File: config.mk
export PLATFORM = sky130hd
export DESIGN_NAME = sync_fifo
export DESIGN_NICKNAME = d
export VERILOG_FILES = /design/src/rtl/counter_checker_fifo.sv
export SDC_FILE = /design/constraint.sdc
export NUM_CORES = 1
export LEC_CHECK = 0
export ABC_AREA = 1
export BUFFER_PORTS_ARGS = -buffer_cell sky130_fd_sc_hd__buf_2
export CAP_MARGIN = 20
export CORE_MARGIN = 3
export CORE_UTILIZATION = 50
export DETAILED_ROUTE_END_ITERATION = 8
export PLACE_DENSITY = 0.68
export REMOVE_ABC_BUFFERS = 1
export SYNTH_ARGS = -nofsm -noshare
export SYNTH_HDL_FRONTEND = slang
export SYNTH_SLANG_ARGS = --single-unit
File: constraint.sdc
create_clock -name Clk_i -period 6.1 [get_ports Clk_i]
set_input_delay 0 -clock Clk_i [delete_from_list [all_inputs] [get_ports Clk_i]]
set_output_delay 0 -clock Clk_i [all_outputs]
set_load 0.05 [all_outputs]
File: src/rtl/counter_checker_fifo.sv
// -----------------------------------------------------------------------------
// sync_fifo
// Single-clock FIFO, registered storage, no write-to-read bypass.
//   Clk_i    : clock, rising edge
//   Reset_i  : asynchronous reset, active-high; empties FIFO and clears storage
//   push_i   : write wdata_i; ignored when full unless pop_i on the same edge
//   pop_i    : drop head entry; ignored when empty
//   wdata_i  : write data
//   rdata_o  : head entry (valid while !empty_o)
//   full_o   : DEPTH entries held
//   empty_o  : no entries held
// -----------------------------------------------------------------------------
module sync_fifo #(
    parameter int WIDTH = 32,
    parameter int DEPTH = 4
) (
    input  logic             Clk_i,
    input  logic             Reset_i,
    input  logic             push_i,
    input  logic             pop_i,
    input  logic [WIDTH-1:0] wdata_i,
    output logic [WIDTH-1:0] rdata_o,
    output logic             full_o,
    output logic             empty_o
);

    localparam int AW = $clog2(DEPTH);

    // Pointers carry one extra wrap bit to tell full from empty.
    logic [AW:0]      wr_ptr_q;
    logic [AW:0]      wr_ptr_d;
    logic [AW:0]      rd_ptr_q;
    logic [AW:0]      rd_ptr_d;
    logic [WIDTH-1:0] mem_q [DEPTH];
    logic             do_push_s;
    logic             do_pop_s;

    assign empty_o = (wr_ptr_q == rd_ptr_q);
    assign full_o  = (wr_ptr_q[AW] != rd_ptr_q[AW]) &&
                     (wr_ptr_q[AW-1:0] == rd_ptr_q[AW-1:0]);
    assign rdata_o = mem_q[rd_ptr_q[AW-1:0]];

    // Accept/pointer decisions; a push into a full FIFO is legal only
    // when the head leaves on the same edge.
    always_comb begin
        do_push_s = push_i && (!full_o || pop_i);
        do_pop_s  = pop_i && !empty_o;
        if (do_push_s) begin
            wr_ptr_d = wr_ptr_q + {{AW{1'b0}}, 1'b1};
        end else begin
            wr_ptr_d = wr_ptr_q;
        end
        if (do_pop_s) begin
            rd_ptr_d = rd_ptr_q + {{AW{1'b0}}, 1'b1};
        end else begin
            rd_ptr_d = rd_ptr_q;
        end
    end

    // Pointer registers.
    always_ff @(posedge Clk_i or posedge Reset_i) begin
        if (Reset_i) begin
            wr_ptr_q <= {(AW+1){1'b0}};
            rd_ptr_q <= {(AW+1){1'b0}};
        end else begin
            wr_ptr_q <= wr_ptr_d;
            rd_ptr_q <= rd_ptr_d;
        end
    end

    // Storage; cleared on reset so the head reads 0 while empty after reset.
    always_ff @(posedge Clk_i or posedge Reset_i) begin
        if (Reset_i) begin
            for (int i = 0; i < DEPTH; i++) begin
                mem_q[i] <= {WIDTH{1'b0}};
            end
        end else if (do_push_s) begin
            mem_q[wr_ptr_q[AW-1:0]] <= wdata_i;
        end else begin
            mem_q[wr_ptr_q[AW-1:0]] <= mem_q[wr_ptr_q[AW-1:0]];
        end
    end

endmodule

After elaboration in Yosys (flattened, before gate mapping) --
Index checks and enable logic that the tools add are counted.
Operators by class: eq/ne operators 3, bitwise gates (word level) 2, $add $sub $neg 2, multiplexer cells 11, reductions and logical operators 7, $lt $le $gt $ge 3
Operators with widths (count):
- $bwmux 128 | 2
- $mux 32 | 5
- $bmux 32 s2 | 2
- $mux 128 | 1
- $demux 32 s2 | 1
- $add 3x1->3 const B | 2
- $ge 3x3->1 const B | 2
- $not 2->3 | 2
- $logic_and 1x1->1 | 4
- $eq 3x3->1 | 1
- $lt 3x1->1 const B | 1
- $eq 2x2->1 | 1
- $logic_not 1->1 | 2
- $logic_or 1x1->1 | 1
- $ne 1x1->1 | 1
Word-level totals: register bits 134, bits of input ports 36

Depth between registers and ports, before layout --
Gate-level depths: netlist (run 1).
depth in word-level cells 7, mapped depth 10, depth with buffers taken out 8

Worst setup path after synthesis (run 1) --
Ideal clock, no wire load.
kind register to output, from register rd_ptr_q[0], to output rdata_o[30], data arrival time 1877 ps, data required time 6100 ps, cell stages (with the launch flop) 6, setup slack 4223 ps, buffers on the path 2, path through dfrtp_1 -> inv_1 -> clkbuf_1 -> clkbuf_1 -> a21oi_1 -> a21oi_1
Between the ends: longest elaborated chain between the ends 4
RTL lines:
- start, declared | RTL line 32 | logic [AW:0] rd_ptr_q;
- start signal, assigned | RTL line 64 | rd_ptr_q <= {(AW+1){1'b0}};
- start signal, assigned | RTL line 67 | rd_ptr_q <= rd_ptr_d;
- $not 2->3 (implied by the code) | RTL line 41 | assign rdata_o = mem_q[rd_ptr_q[AW-1:0]];
- $bmux 32 s2 | RTL line 41
- $mux 32 (implied by the code) (2 in series) | RTL line 41
- end, declared | RTL line 22 | output logic [WIDTH-1:0] rdata_o,
Every way passes these cells. The select of a mux whose other input is x is not followed.

Worst setup path in the final report (run 1) --
from register wr_ptr_q[0], to register mem_q[10] (netlist name)
Between the ends: longest elaborated chain between the ends 7, elaborated cells between the ends (all ways) 17
RTL lines:
- start, declared | RTL line 30 | logic [AW:0] wr_ptr_q;
- start signal, assigned | RTL line 63 | wr_ptr_q <= {(AW+1){1'b0}};
- start signal, assigned | RTL line 66 | wr_ptr_q <= wr_ptr_d;
- $not 2->3 (implied by the code) | RTL line 78, 80
- $ge 3x3->1 (implied by the code) or $lt 3x1->1 (tied branches) | RTL line 78, 80
- $logic_and 1x1->1 (implied by the code) | RTL line 78, 80
- $mux 32 (implied by the code) | RTL line 78, 80
- $demux 32 s2 | RTL line 78, 80
- $bwmux 128, on equally long branches | RTL line 80, 78
- $mux 128 (*) | RTL line 77 | end else if (do_push_s) begin
- end signal, assigned by index | RTL line 75 | mem_q[i] <= {WIDTH{1'b0}};
- end signal, assigned by index | RTL line 78 | mem_q[wr_ptr_q[AW-1:0]] <= wdata_i;
- end signal, assigned by index | RTL line 80 | mem_q[wr_ptr_q[AW-1:0]] <= mem_q[wr_ptr_q[AW-1:0]];
- end, declared | RTL line 34 | logic [WIDTH-1:0] mem_q [DEPTH];
Mark *: on every way between the ends. The rest lies on a longest branch, timed or not. The select of a mux whose other input is x is not followed. A chain may end at the register's enable or synchronous reset.

==> flow_summary_export.csv, run 1 <==
group,metric,value,unit
worst_setup_path,crit_slowest_cell,"nand2_4",
timing,timing.clock.skew,0.00952,ns
timing,timing.max_slew.rel_slack,0.251,
worst_setup_path,timing.critical_path.arrival,4.15,ns
place,detailed_place.area,9800,um2
yosys,synth.cell_area,9540,um2
finish,area_growth_syn_to_layout,12.1,%
clock_tree,clk_pin_slew,0.06,ns
worst_setup_path,timing.critical_path.to_type,"flop",
clock_tree,cts_made_buffers,17,
route,wirelength,29.8,mm
route,post-route-drc-count,0,
place,dp.final_hpwl,15.8,mm
yosys,synth-seq-cells,134,
finish,final_core_utilization,0.584,
finish,final_cell_count_no_fill,1845,
pwr,power,6.96,mW
pwr,worst_ir_drop_vdd,0.415,mV
yosys,postSynthAreaPerCell,6.00,um2
clock_tree,cts_sinks,134,
timing,grt_setup_unrepaired,"no",
timing,final-hold-violation-count,0,
route,vias_per_cell,5.44,
grt,grt_pass1_vias,9408,
finish,finish.net_count,1646,
timing,worst_pin_slew,1.12,ns
worst_setup_path,timing.critical_path.fanout_max,95,
yosys,yosys.cell_types.count,20,
floorplanning,core_area,18300,um2
route,route.top_layer_used,"met4",
worst_setup_path,worstPathCellList,"inv_2 > nand2_1 > nand2_1 > nand4_4 > nand2_4 > buf_4 > nand2_1 > nand3_1",
worst_setup_path,critical-path-top-cell-by-count,"nand2_1",
grt,grt_max_degree,96,
yosys,ys.warnings.count,0,
worst_setup_path,required,6.46,ns
route,met3_wirelength,2.02,mm
floorplanning,height_of_the_die,144,um
worst_setup_path,timing_worst_setup_path_type,"reg2reg",
worst_setup_path,cp_slowest_stage_delay,1.04,ns
timing,finalWorstPathRequiredPeriod,3.80,ns
route,first_pass_iters,5,
clock_tree,cts_tree,"done",
floorplanning,std_cell_rows,49,
clock_tree,count_of_instances_resized_after_the_clock_tree_is_built,0,
timing,timing.final.max_slew_violations,0,
grt,overflow,0,
route,wl_met1,13.2,mm
place,placement.io_buffers,69,
yosys,synthesis.instances,1591,
grt,initial_antenna_violation_count,0,
yosys,ys_seq_area_frac,0.351,
finish,final_design_area_excluding_fillers,10700,um2
floorplanning,dieWidth,144,um
timing,fin_crit_sh,0.623,
clock_tree,clkLatencyLatePin,0.42,ns
worst_setup_path,timing.critical_path.from_type,"flop",
pwr,p_per_cell_area,651,nW/um2
clock_tree,ctsHtreeMaxLevel,4,
pwr,power_leakage,5.92,nW
run,maxCapViolations,0,
route,route.antenna.remaining_nets,0,
route,wl_met2,14.2,mm
floorplanning,initial_core_util,0.521,
route,wire_per_inst,16.1,um
place,placed_cells,1780,
outcome,outcome,"finished clean",
floorplanning,die_area,20800,um2
grt,groute.usage.overall,0.294,
timing,fmax,263,MHz
clock_tree,cts-root-to-sink-buffers,2,
worst_hold_path,worst_hold_path_type,"in2reg",
route,detailroute.via_count,10000,
place,gp_routability_congestion,0.824,
floorplanning,io-pin-count,70,
finish,total_inserted_antenna_cells,0,
timing,final-setup-viol-count,0,
route,dr.first_iter.drc_count,977,
grt,first_pass_grt_wire_length,49.0,mm
finish,share_of_layout_cells_above_drive_strength_1,0.0780,
clock_tree,clock-root-buffer,"clkbuf_16",
registers in the layout, indices dropped and copies added, names as in the netlist:
register and cells:
rd_ptr_q 3, wr_ptr_q 3, mem_q 128
layout by cell type (no fill, tap or decap), types with 2 or more instances in the layout:
cell and instances:
a21oi_1 3, clkbuf_1 6, clkbuf_8 3, ha_2 4, nand3_1 324, xnor2_1 2
dfrtp_1 131, dlygate4sd3_1 34, nor2_1 190, nand2_1 562, clkinv_2 2, clkbuf_16 17
inv_2 6, o21ai_0 65, inv_1 139, dfrtp_2 3, o22ai_1 31, buf_4 15
buf_2 68, buf_12 2
layer usage:
metal | up-vias | global-route usage
li1 | 5033 | -
met1 | 4584 | 0.390
met2 | 370 | 0.504
met3 | 43 | 0.0443
met4 | 0 | 0.0771
met5 | - | 0
synthesized netlist by cell type (all sizes together):
cell | count | area, um2
a21oi | 3 | 15.0
and3 | 1 | 6.26
buf | 45 | 239
clkbuf | 79 | 297
dfrtp | 134 | 3350
ha | 5 | 62.6
inv | 146 | 548
nand2 | 563 | 2120
nand3 | 324 | 1620
nand4 | 2 | 18.8
nor2 | 190 | 713
o21ai | 65 | 325
o22ai | 31 | 194
xnor2 | 3 | 33.8
cells by family after synthesis:
family / share of synthesized area
and+or+nand+nor: 0.469
buffers and inverters: 0.114
DFF: 0.351
AOI/OAI and AO/OA: 0.0560
adders and majority gates: 0.00656
xor gates and xnor gates: 0.00354
final cells by class:
cell class	count	area, um2
Sequential cell	134	3360
Clock inverter	4	47.5
Multi-Input combinational cell	1187	5130
Clock buffer	26	489
Inverter	146	553
Fill cell	1823	7630
Tap cell	229	287
Timing Repair Buffer	119	833
per-stage QoR:
step | setup slack, ns | hold slack (ns) | setup TNS [ns]
detailed placement | 2.39 | 0.163 | 0
CTS | 2.37 | 0.168 | 0
global route | 2.05 | 0.191 | 0
finish | 2.30 | 0.166 | 0
global placement | 2.45 | 0.162 | 0
floorplan | -0.0820 | 0.145 | -2.51
worst max-delay path: cells and delay by family, from the launching register on:
family	cells	cell delay, ns
and+or+nand+nor	6	1.98
DFF	1	0.63
buffers and inverters	2	1.02
final timing paths:
kind                                    startpoint                     to  slack, ns  cells past startpoint
min in group asynchronous                  Reset_i  mem_q[33]$_DFFE_PP0N_       0.22                      3
max in group asynchronous                  Reset_i  mem_q[47]$_DFFE_PP0N_       4.53                      4
max                        wr_ptr_q[0]$_DFFE_PP0P_  mem_q[10]$_DFFE_PP0P_       2.30                      8
min reg2reg                  mem_q[94]$_DFFE_PP0N_  mem_q[94]$_DFFE_PP0N_       0.50                      2
min                                         push_i  mem_q[51]$_DFFE_PP0N_       0.17                      3
max reg2reg                wr_ptr_q[0]$_DFFE_PP0P_  mem_q[10]$_DFFE_PP0P_       2.30                      8
power by group:
group / internal, mW / switching [mW] / total, mW
clock network: 0.588 / 0.388 / 0.975
logic: 1.19 / 3.04 / 4.23
registers: 1.34 / 0.419 / 1.75
total: 3.12 / 3.85 / 6.96
repair_timing:
action	CTS	global route
hold buffers	34	0
hold endpoints to repair	190	0
setup buffers	0	0
No activity file was read; power rests on OpenSTA's default activity.
==> inputs of run 2 (changes only) <==
--- a/config.mk
+++ b/config.mk
@@ -5,13 +5,13 @@
 export SDC_FILE = /design/constraint.sdc
 export NUM_CORES = 1
 export LEC_CHECK = 0
-export ABC_AREA = 1
+export ABC_AREA = 0
 export BUFFER_PORTS_ARGS = -buffer_cell sky130_fd_sc_hd__buf_2
 export CAP_MARGIN = 20
 export CORE_MARGIN = 3
 export CORE_UTILIZATION = 50
 export DETAILED_ROUTE_END_ITERATION = 8
-export PLACE_DENSITY = 0.68
+export PLACE_DENSITY = 0.69
 export REMOVE_ABC_BUFFERS = 1
 export SYNTH_ARGS = -nofsm -noshare
 export SYNTH_HDL_FRONTEND = slang
==> constraint.sdc (replaced) <==
create_clock -name Clk_i -period 3.7 [get_ports Clk_i]
set_input_delay 0 -clock Clk_i [delete_from_list [all_inputs] [get_ports Clk_i]]
set_output_delay 0 -clock Clk_i [all_outputs]
set_load 0.05 [all_outputs]
==> run 2 against run 1 <==
Net effect:
- core utilization up 3.5 points
- via count down 53%
- clock skew up 0.00082 ns
- critical path depth down 3
==> flow_summary_export.csv, run 2 <==
group,metric,value,unit
grt,grt_max_degree,109,
yosys,synth.top_cells.by_count,"dfrtp_1 (134), nor2_1 (130), a21oi_1 (128), mux4_2 (64), mux2i_1 (32)",
clock_tree,clkLatencyLatePin,0.41,ns
timing,timing.max_slew.rel_slack,0.351,
finish,max_flop_register,"mem_q",
timing,timing.clock.skew,0.0103,ns
yosys,most_numerous_cell_in_the_yosys_netlist,"dfrtp_1",
yosys,synthesis.instances,561,
yosys,post_synth_fa_ha_maj_area_fraction,0.00936,
timing,grt_setup_unrepaired,"no",
floorplanning,std_cell_rows,41,
route,dr.first_iter.drc_count,406,
yosys,post-synth-top-area-cell,"dfrtp_1",
finish,area_growth_syn_to_layout,18.7,%
place,placement.io_buffers,69,
grt,overflow,0,
clock_tree,cts_tree,"done",
yosys,synth_largest_type_area_fraction,0.502,
worst_setup_path,timing.critical_path.from_type,"flop",
yosys,asyncSetResetFlopFracSynth,1.00,
clock_tree,ctsHtreeMaxLevel,4,
finish,share_of_layout_cells_above_drive_strength_1,0.282,
yosys,synth_edf_count,0,
grt,grt_pass1_vias,5046,
worst_setup_path,timing.critical_path.arrival,2.91,ns
grt,initial_antenna_violation_count,0,
clock_tree,post_cts_hold_buffers,26,
worst_setup_path,timing.critical_path.to_type,"flop",
route,post-route-drc-count,0,
route,vias_per_cell,5.76,
run,maxCapViolations,0,
route,route.antenna.remaining_nets,0,
worst_hold_path,worst_hold_path_type,"in2reg",
clock_tree,cts_made_buffers,17,
finish,total_inserted_antenna_cells,0,
floorplanning,die_area,14800,um2
yosys,synth_top_family_by_area,"multiplexers",
floorplanning,height_of_the_die,122,um
grt,groute.usage.overall,0.232,
route,detailroute.via_count,4750,
timing,final-setup-viol-count,0,
floorplanning,io-pin-count,70,
finish,final_core_utilization,0.618,
timing,fin_crit_sh,0.717,
route,first_pass_iters,5,
yosys,muxShareOfSynthArea,0.267,
worst_setup_path,timing.critical_path.fanout_max,17,
place,dp.final_hpwl,9.78,mm
finish,finish.net_count,681,
worst_setup_path,timing_worst_setup_path_type,"reg2reg",
yosys,ys.warnings.count,0,
outcome,outcome,"finished clean",
yosys,yosys.cell_types.count,20,
clock_tree,count_of_instances_resized_after_the_clock_tree_is_built,0,
yosys,synthSimpleGateAreaFrac,0.0745,
timing,final-hold-violation-count,0,
timing,fin_setup_tns,0,ns
yosys,dominantRegCellSynth,"dfrtp_1",
clock_tree,cts_sinks,134,
clock_tree,clock-root-buffer,"clkbuf_16",
grt,first_pass_grt_wire_length,26.2,mm
yosys,yosys-top-cells-area,"dfrtp_1 (50%), mux4_2 (22%), a21oi_1 (9.6%), nor2_1 (7.3%), mux2i_1 (4.8%)",
timing,finalWorstPathRequiredPeriod,2.65,ns
yosys,postSynthAreaPerCell,11.9,um2
clock_tree,clk_pin_slew,0.06,ns
finish,biggestRegsByFlops,"mem_q (128), rd_ptr_q (3), wr_ptr_q (3)",
clock_tree,cts-root-to-sink-buffers,2,
place,gp_routability_congestion,0.781,
finish,layout.cells.most_common_list,"nor2_1 (130), dfrtp_1 (130), a21oi_1 (128)",
timing,timing.final.max_slew_violations,0,
timing,fmax,377,MHz
worst_setup_path,required,3.96,ns
floorplanning,dieWidth,122,um
yosys,synth-xor-area-share,0.00918,
yosys,synth-seq-cells,134,
route,wirelength,15.8,mm
floorplanning,core_area,12800,um2
clock_tree,postCtsSetupRepairBufs,0,
yosys,synth_compound_gate_area_share,0.0993,
timing,worst_pin_slew,0.974,ns
floorplanning,initial_core_util,0.521,
yosys,synth.cell_area,6680,um2
finish,largest_reg_flops,128,
yosys,ys_seq_area_frac,0.502,
route,wire_per_inst,19.1,um
[run 2: final timing paths]
check,start,end,slack [ns],cells after the start
min in group asynchronous,Reset_i,mem_q[42]$_DFFE_PP0N_,0.36,3
setup reg to reg,wr_ptr_q[1]$_DFFE_PP0P_,mem_q[77]$_DFFE_PP0N_,1.05,5
max in group asynchronous,Reset_i,mem_q[98]$_DFFE_PP0N_,2.37,4
hold reg to reg,wr_ptr_q[2]$_DFFE_PP0P_,wr_ptr_q[2]$_DFFE_PP0P_,0.49,1
setup / recovery,wr_ptr_q[1]$_DFFE_PP0P_,mem_q[77]$_DFFE_PP0N_,1.05,5
hold / removal,wdata_i[1],mem_q[33]$_DFFE_PP0N_,0.003,3
[run 2: area by class of cell]
type	instances	area, um2
fillers	1051	4890
well taps	172	215
clock buffers	27	513
repair buffers	108	716
inverters	6	27.5
clock inverters	4	20.0
multi-input cells	373	3080
flip-flops and latches	134	3360
[run 2: per-stage QoR]
stage	area, um2	setup WS (ns)	hold WS, ns	instances
final	7930	1.05	0.00251	824
after global routing	7930	0.831	0.0125	824
after CTS	7930	1.03	0.00317	824
after detailed placement	7140	1.06	0.291	767
after global placement	7140	1.18	0.286	767
after floorplan	6440	0.117	0.196	513
[run 2: cell families after synthesis]
logic type / after synthesis
XOR/XNOR: 7
AO/OA/AOI/OAI: 131
flip-flops: 134
multiplexers: 98
adder cells (fa/ha/maj): 5
buffers and inverters: 54
AND/OR/NAND/NOR: 132
[run 2: layer usage]
layer | vias up | track usage | share of wire
met1 | 2394 | 0.315 | 0.44
met4 | 0 | 0.0630 | 0.010
met2 | 145 | 0.383 | 0.50
met3 | 16 | 0.0534 | 0.052
met5 | - | 0 | 0
li1 | 2195 | - | -
[run 2: worst max-delay path: stages (launching register included)]
cell	delay (ns)
dfrtp_2	0.61
xnor2_1	0.34
a41o_2	0.60
buf_4	0.36
mux2i_1	0.43
a21oi_1	0.13
Power of run 2 is not shown: default switching activity piles up to over one toggle a cycle in this logic, so the estimate is an artifact.
==> inputs of run 3 (changes only) <==
--- a/config.mk
+++ b/config.mk
@@ -11,7 +11,7 @@
 export CORE_MARGIN = 3
 export CORE_UTILIZATION = 50
 export DETAILED_ROUTE_END_ITERATION = 8
-export PLACE_DENSITY = 0.69
+export PLACE_DENSITY = 0.72
 export REMOVE_ABC_BUFFERS = 1
 export SYNTH_ARGS = -nofsm -noshare
 export SYNTH_HDL_FRONTEND = slang
==> constraint.sdc (replaced) <==
create_clock -name Clk_i -period 2.3 [get_ports Clk_i]
set_input_delay 0 -clock Clk_i [delete_from_list [all_inputs] [get_ports Clk_i]]
set_output_delay 0 -clock Clk_i [all_outputs]
set_load 0.05 [all_outputs]
==> run 3 against run 2 <==
Net effect:
- register-to-register slack got worse by 0.77 ns
- global-route usage fell by 0.32 points
- sequential cell count did not move
- design area rose by 3.1%
- sequential share of layout area fell by 1.3 points
- die area did not move
- core utilization rose by 1.9 points
- clock-buffer cell count fell by 8
- wire length fell by 0.59%
==> flow_summary_export.csv, run 3 (synthesized netlist as in run 2, its figures left out) <==
group,metric,value,unit
clock_tree,cts_tree,"done",
timing,fin_setup_tns,0,ns
route,wirelength,15.7,mm
floorplanning,height_of_the_die,122,um
clock_tree,clock-root-buffer,"clkbuf_16",
grt,overflow,0,
timing,timing.final.max_slew_violations,0,
finish,largest_reg_flops,128,
finish,total_inserted_antenna_cells,0,
floorplanning,core_area,12800,um2
clock_tree,postCtsSetupRepairBufs,0,
grt,groute.usage.overall,0.229,
route,dr.first_iter.drc_count,371,
timing,fmax,466,MHz
finish,layout.cells.most_common_list,"nor2_1 (130), dfrtp_1 (130), a21oi_1 (128)",
worst_setup_path,timing.critical_path.fanout_max,34,
timing,finalWorstPathRequiredPeriod,2.15,ns
timing,grt_setup_unrepaired,"no",
floorplanning,die_area,14800,um2
worst_setup_path,crit_slowest_cell,"mux4_2",
grt,initial_antenna_violation_count,0,
timing,final-hold-violation-count,0,
worst_setup_path,timing.critical_path.max_delay_family,"buffers and inverters",
place,dp.final_hpwl,9.67,mm
clock_tree,cts_made_buffers,17,
floorplanning,io-pin-count,70,
run,maxCapViolations,0,
worst_setup_path,required,2.30,ns
clock_tree,cts_sinks,134,
clock_tree,ctsHtreeMaxLevel,4,
place,placement.io_buffers,69,
timing,fin_crit_sh,0.934,
finish,final_core_utilization,0.637,
finish,biggestRegsByFlops,"mem_q (128), rd_ptr_q (3), wr_ptr_q (3)",
clock_tree,clkLatencyLatePin,0.42,ns
floorplanning,initial_core_util,0.521,
floorplanning,dieWidth,122,um
worst_setup_path,timing.critical_path.buf_inv,2,
route,first_pass_iters,5,
route,route.antenna.remaining_nets,0,
timing,timing.clock.skew,0.00745,ns
finish,share_of_layout_cells_above_drive_strength_1,0.296,
outcome,outcome,"finished clean",
route,vias_per_cell,5.89,
route,post-route-drc-count,0,
worst_setup_path,cp_slowest_stage_delay,0.61,ns
worst_setup_path,timing.critical_path.to_type,"output pin",
floorplanning,std_cell_rows,41,
route,wire_per_inst,18.7,um
worst_setup_path,timing_worst_setup_path_type,"reg2out",
timing,timing.max_slew.rel_slack,0.548,
timing,final-setup-viol-count,0,
grt,first_pass_grt_wire_length,25.9,mm
place,gp_routability_congestion,0.774,
finish,area_growth_syn_to_layout,22.3,%
grt,grt_max_degree,75,
worst_setup_path,timing.critical_path.arrival,2.15,ns
route,detailroute.via_count,4947,
finish,finish.net_count,696,
worst_setup_path,worstPathCellList,"buf_4 > mux4_2 > buf_2",
timing,worst_pin_slew,0.679,ns
worst_setup_path,timing.critical_path.from_type,"flop",
finish,max_flop_register,"mem_q",
clock_tree,clk_pin_slew,0.06,ns
worst_hold_path,worst_hold_path_type,"in2reg",
grt,grt_pass1_vias,5154,
clock_tree,cts-root-to-sink-buffers,2,
run 3: changes by cell type in the layout (fill, tap and decap cells not counted), sizes merged:
cell         before  now
buf              82   90
dlygate4sd3      26   33
clkinv            4    6
bufinv            0    2
clkbuf           27   19
clkinvlp          0    5
run 3: worst register-to-register path, cell delays in order, from the launching register on:
cell and delay, ns:
dfrtp_1 0.41, xor2_1 0.34, a41o_2 0.29, buf_12 0.24, mux2i_1 0.47, a21oi_1 0.14
run 3: what timing repair did:
item	in CTS	in global routing
resized for setup	0	0
hold endpoints to repair	177	0
hold buffers	33	0
run 3: through the flow:
stage	instance area (um2)	setup WS, ns	instances	hold WS [ns]
CTS	8170	0.152	840	0.000120
detailed placement	7260	0.368	775	0.163
finish	8170	0.153	840	0.0150
floorplan	6440	-1.28	513	0.196
global route	8170	0.0888	840	0.0371
global placement	7260	0.483	775	0.138
run 3: path summary, 6_finish.rpt:
check	from	to	slack, ns	depth (start not counted)
setup / recovery	rd_ptr_q[1]$_DFFE_PP0P_	rdata_o[28]	0.15	3
hold / removal	wdata_i[19]	mem_q[19]$_DFFE_PP0P_	0.01	3
setup reg to reg	wr_ptr_q[2]$_DFFE_PP0P_	mem_q[119]$_DFFE_PP0N_	0.28	5
hold reg to reg	rd_ptr_q[2]$_DFFE_PP0P_	rd_ptr_q[2]$_DFFE_PP0P_	0.51	1
max in group asynchronous	Reset_i	mem_q[13]$_DFFE_PP0P_	1.34	4
min in group asynchronous	Reset_i	mem_q[55]$_DFFE_PP0N_	0.24	3
run 3: metal layers:
metal	GRT usage	wire, um	vias to the layer above	part of all wire
li1	-	-	2219	-
met1	0.310	6690	2516	0.43
met2	0.368	7830	191	0.50
met3	0.0543	909	21	0.058
met4	0.0798	249	0	0.016
met5	0	0	-	0
run 3: area by class of cell:
| class | count | area (um2) |
|---|---|---|
| Inverter | 6 | 27.5 |
| Clock buffer | 19 | 453 |
| Tap cell | 172 | 215 |
| Clock inverter | 13 | 131 |
| Timing Repair Buffer | 123 | 908 |
| Fill cell | 980 | 4650 |
| Sequential cell | 134 | 3360 |
| Multi-Input combinational cell | 373 | 3080 |
Power of run 3 is left out for the same reason.
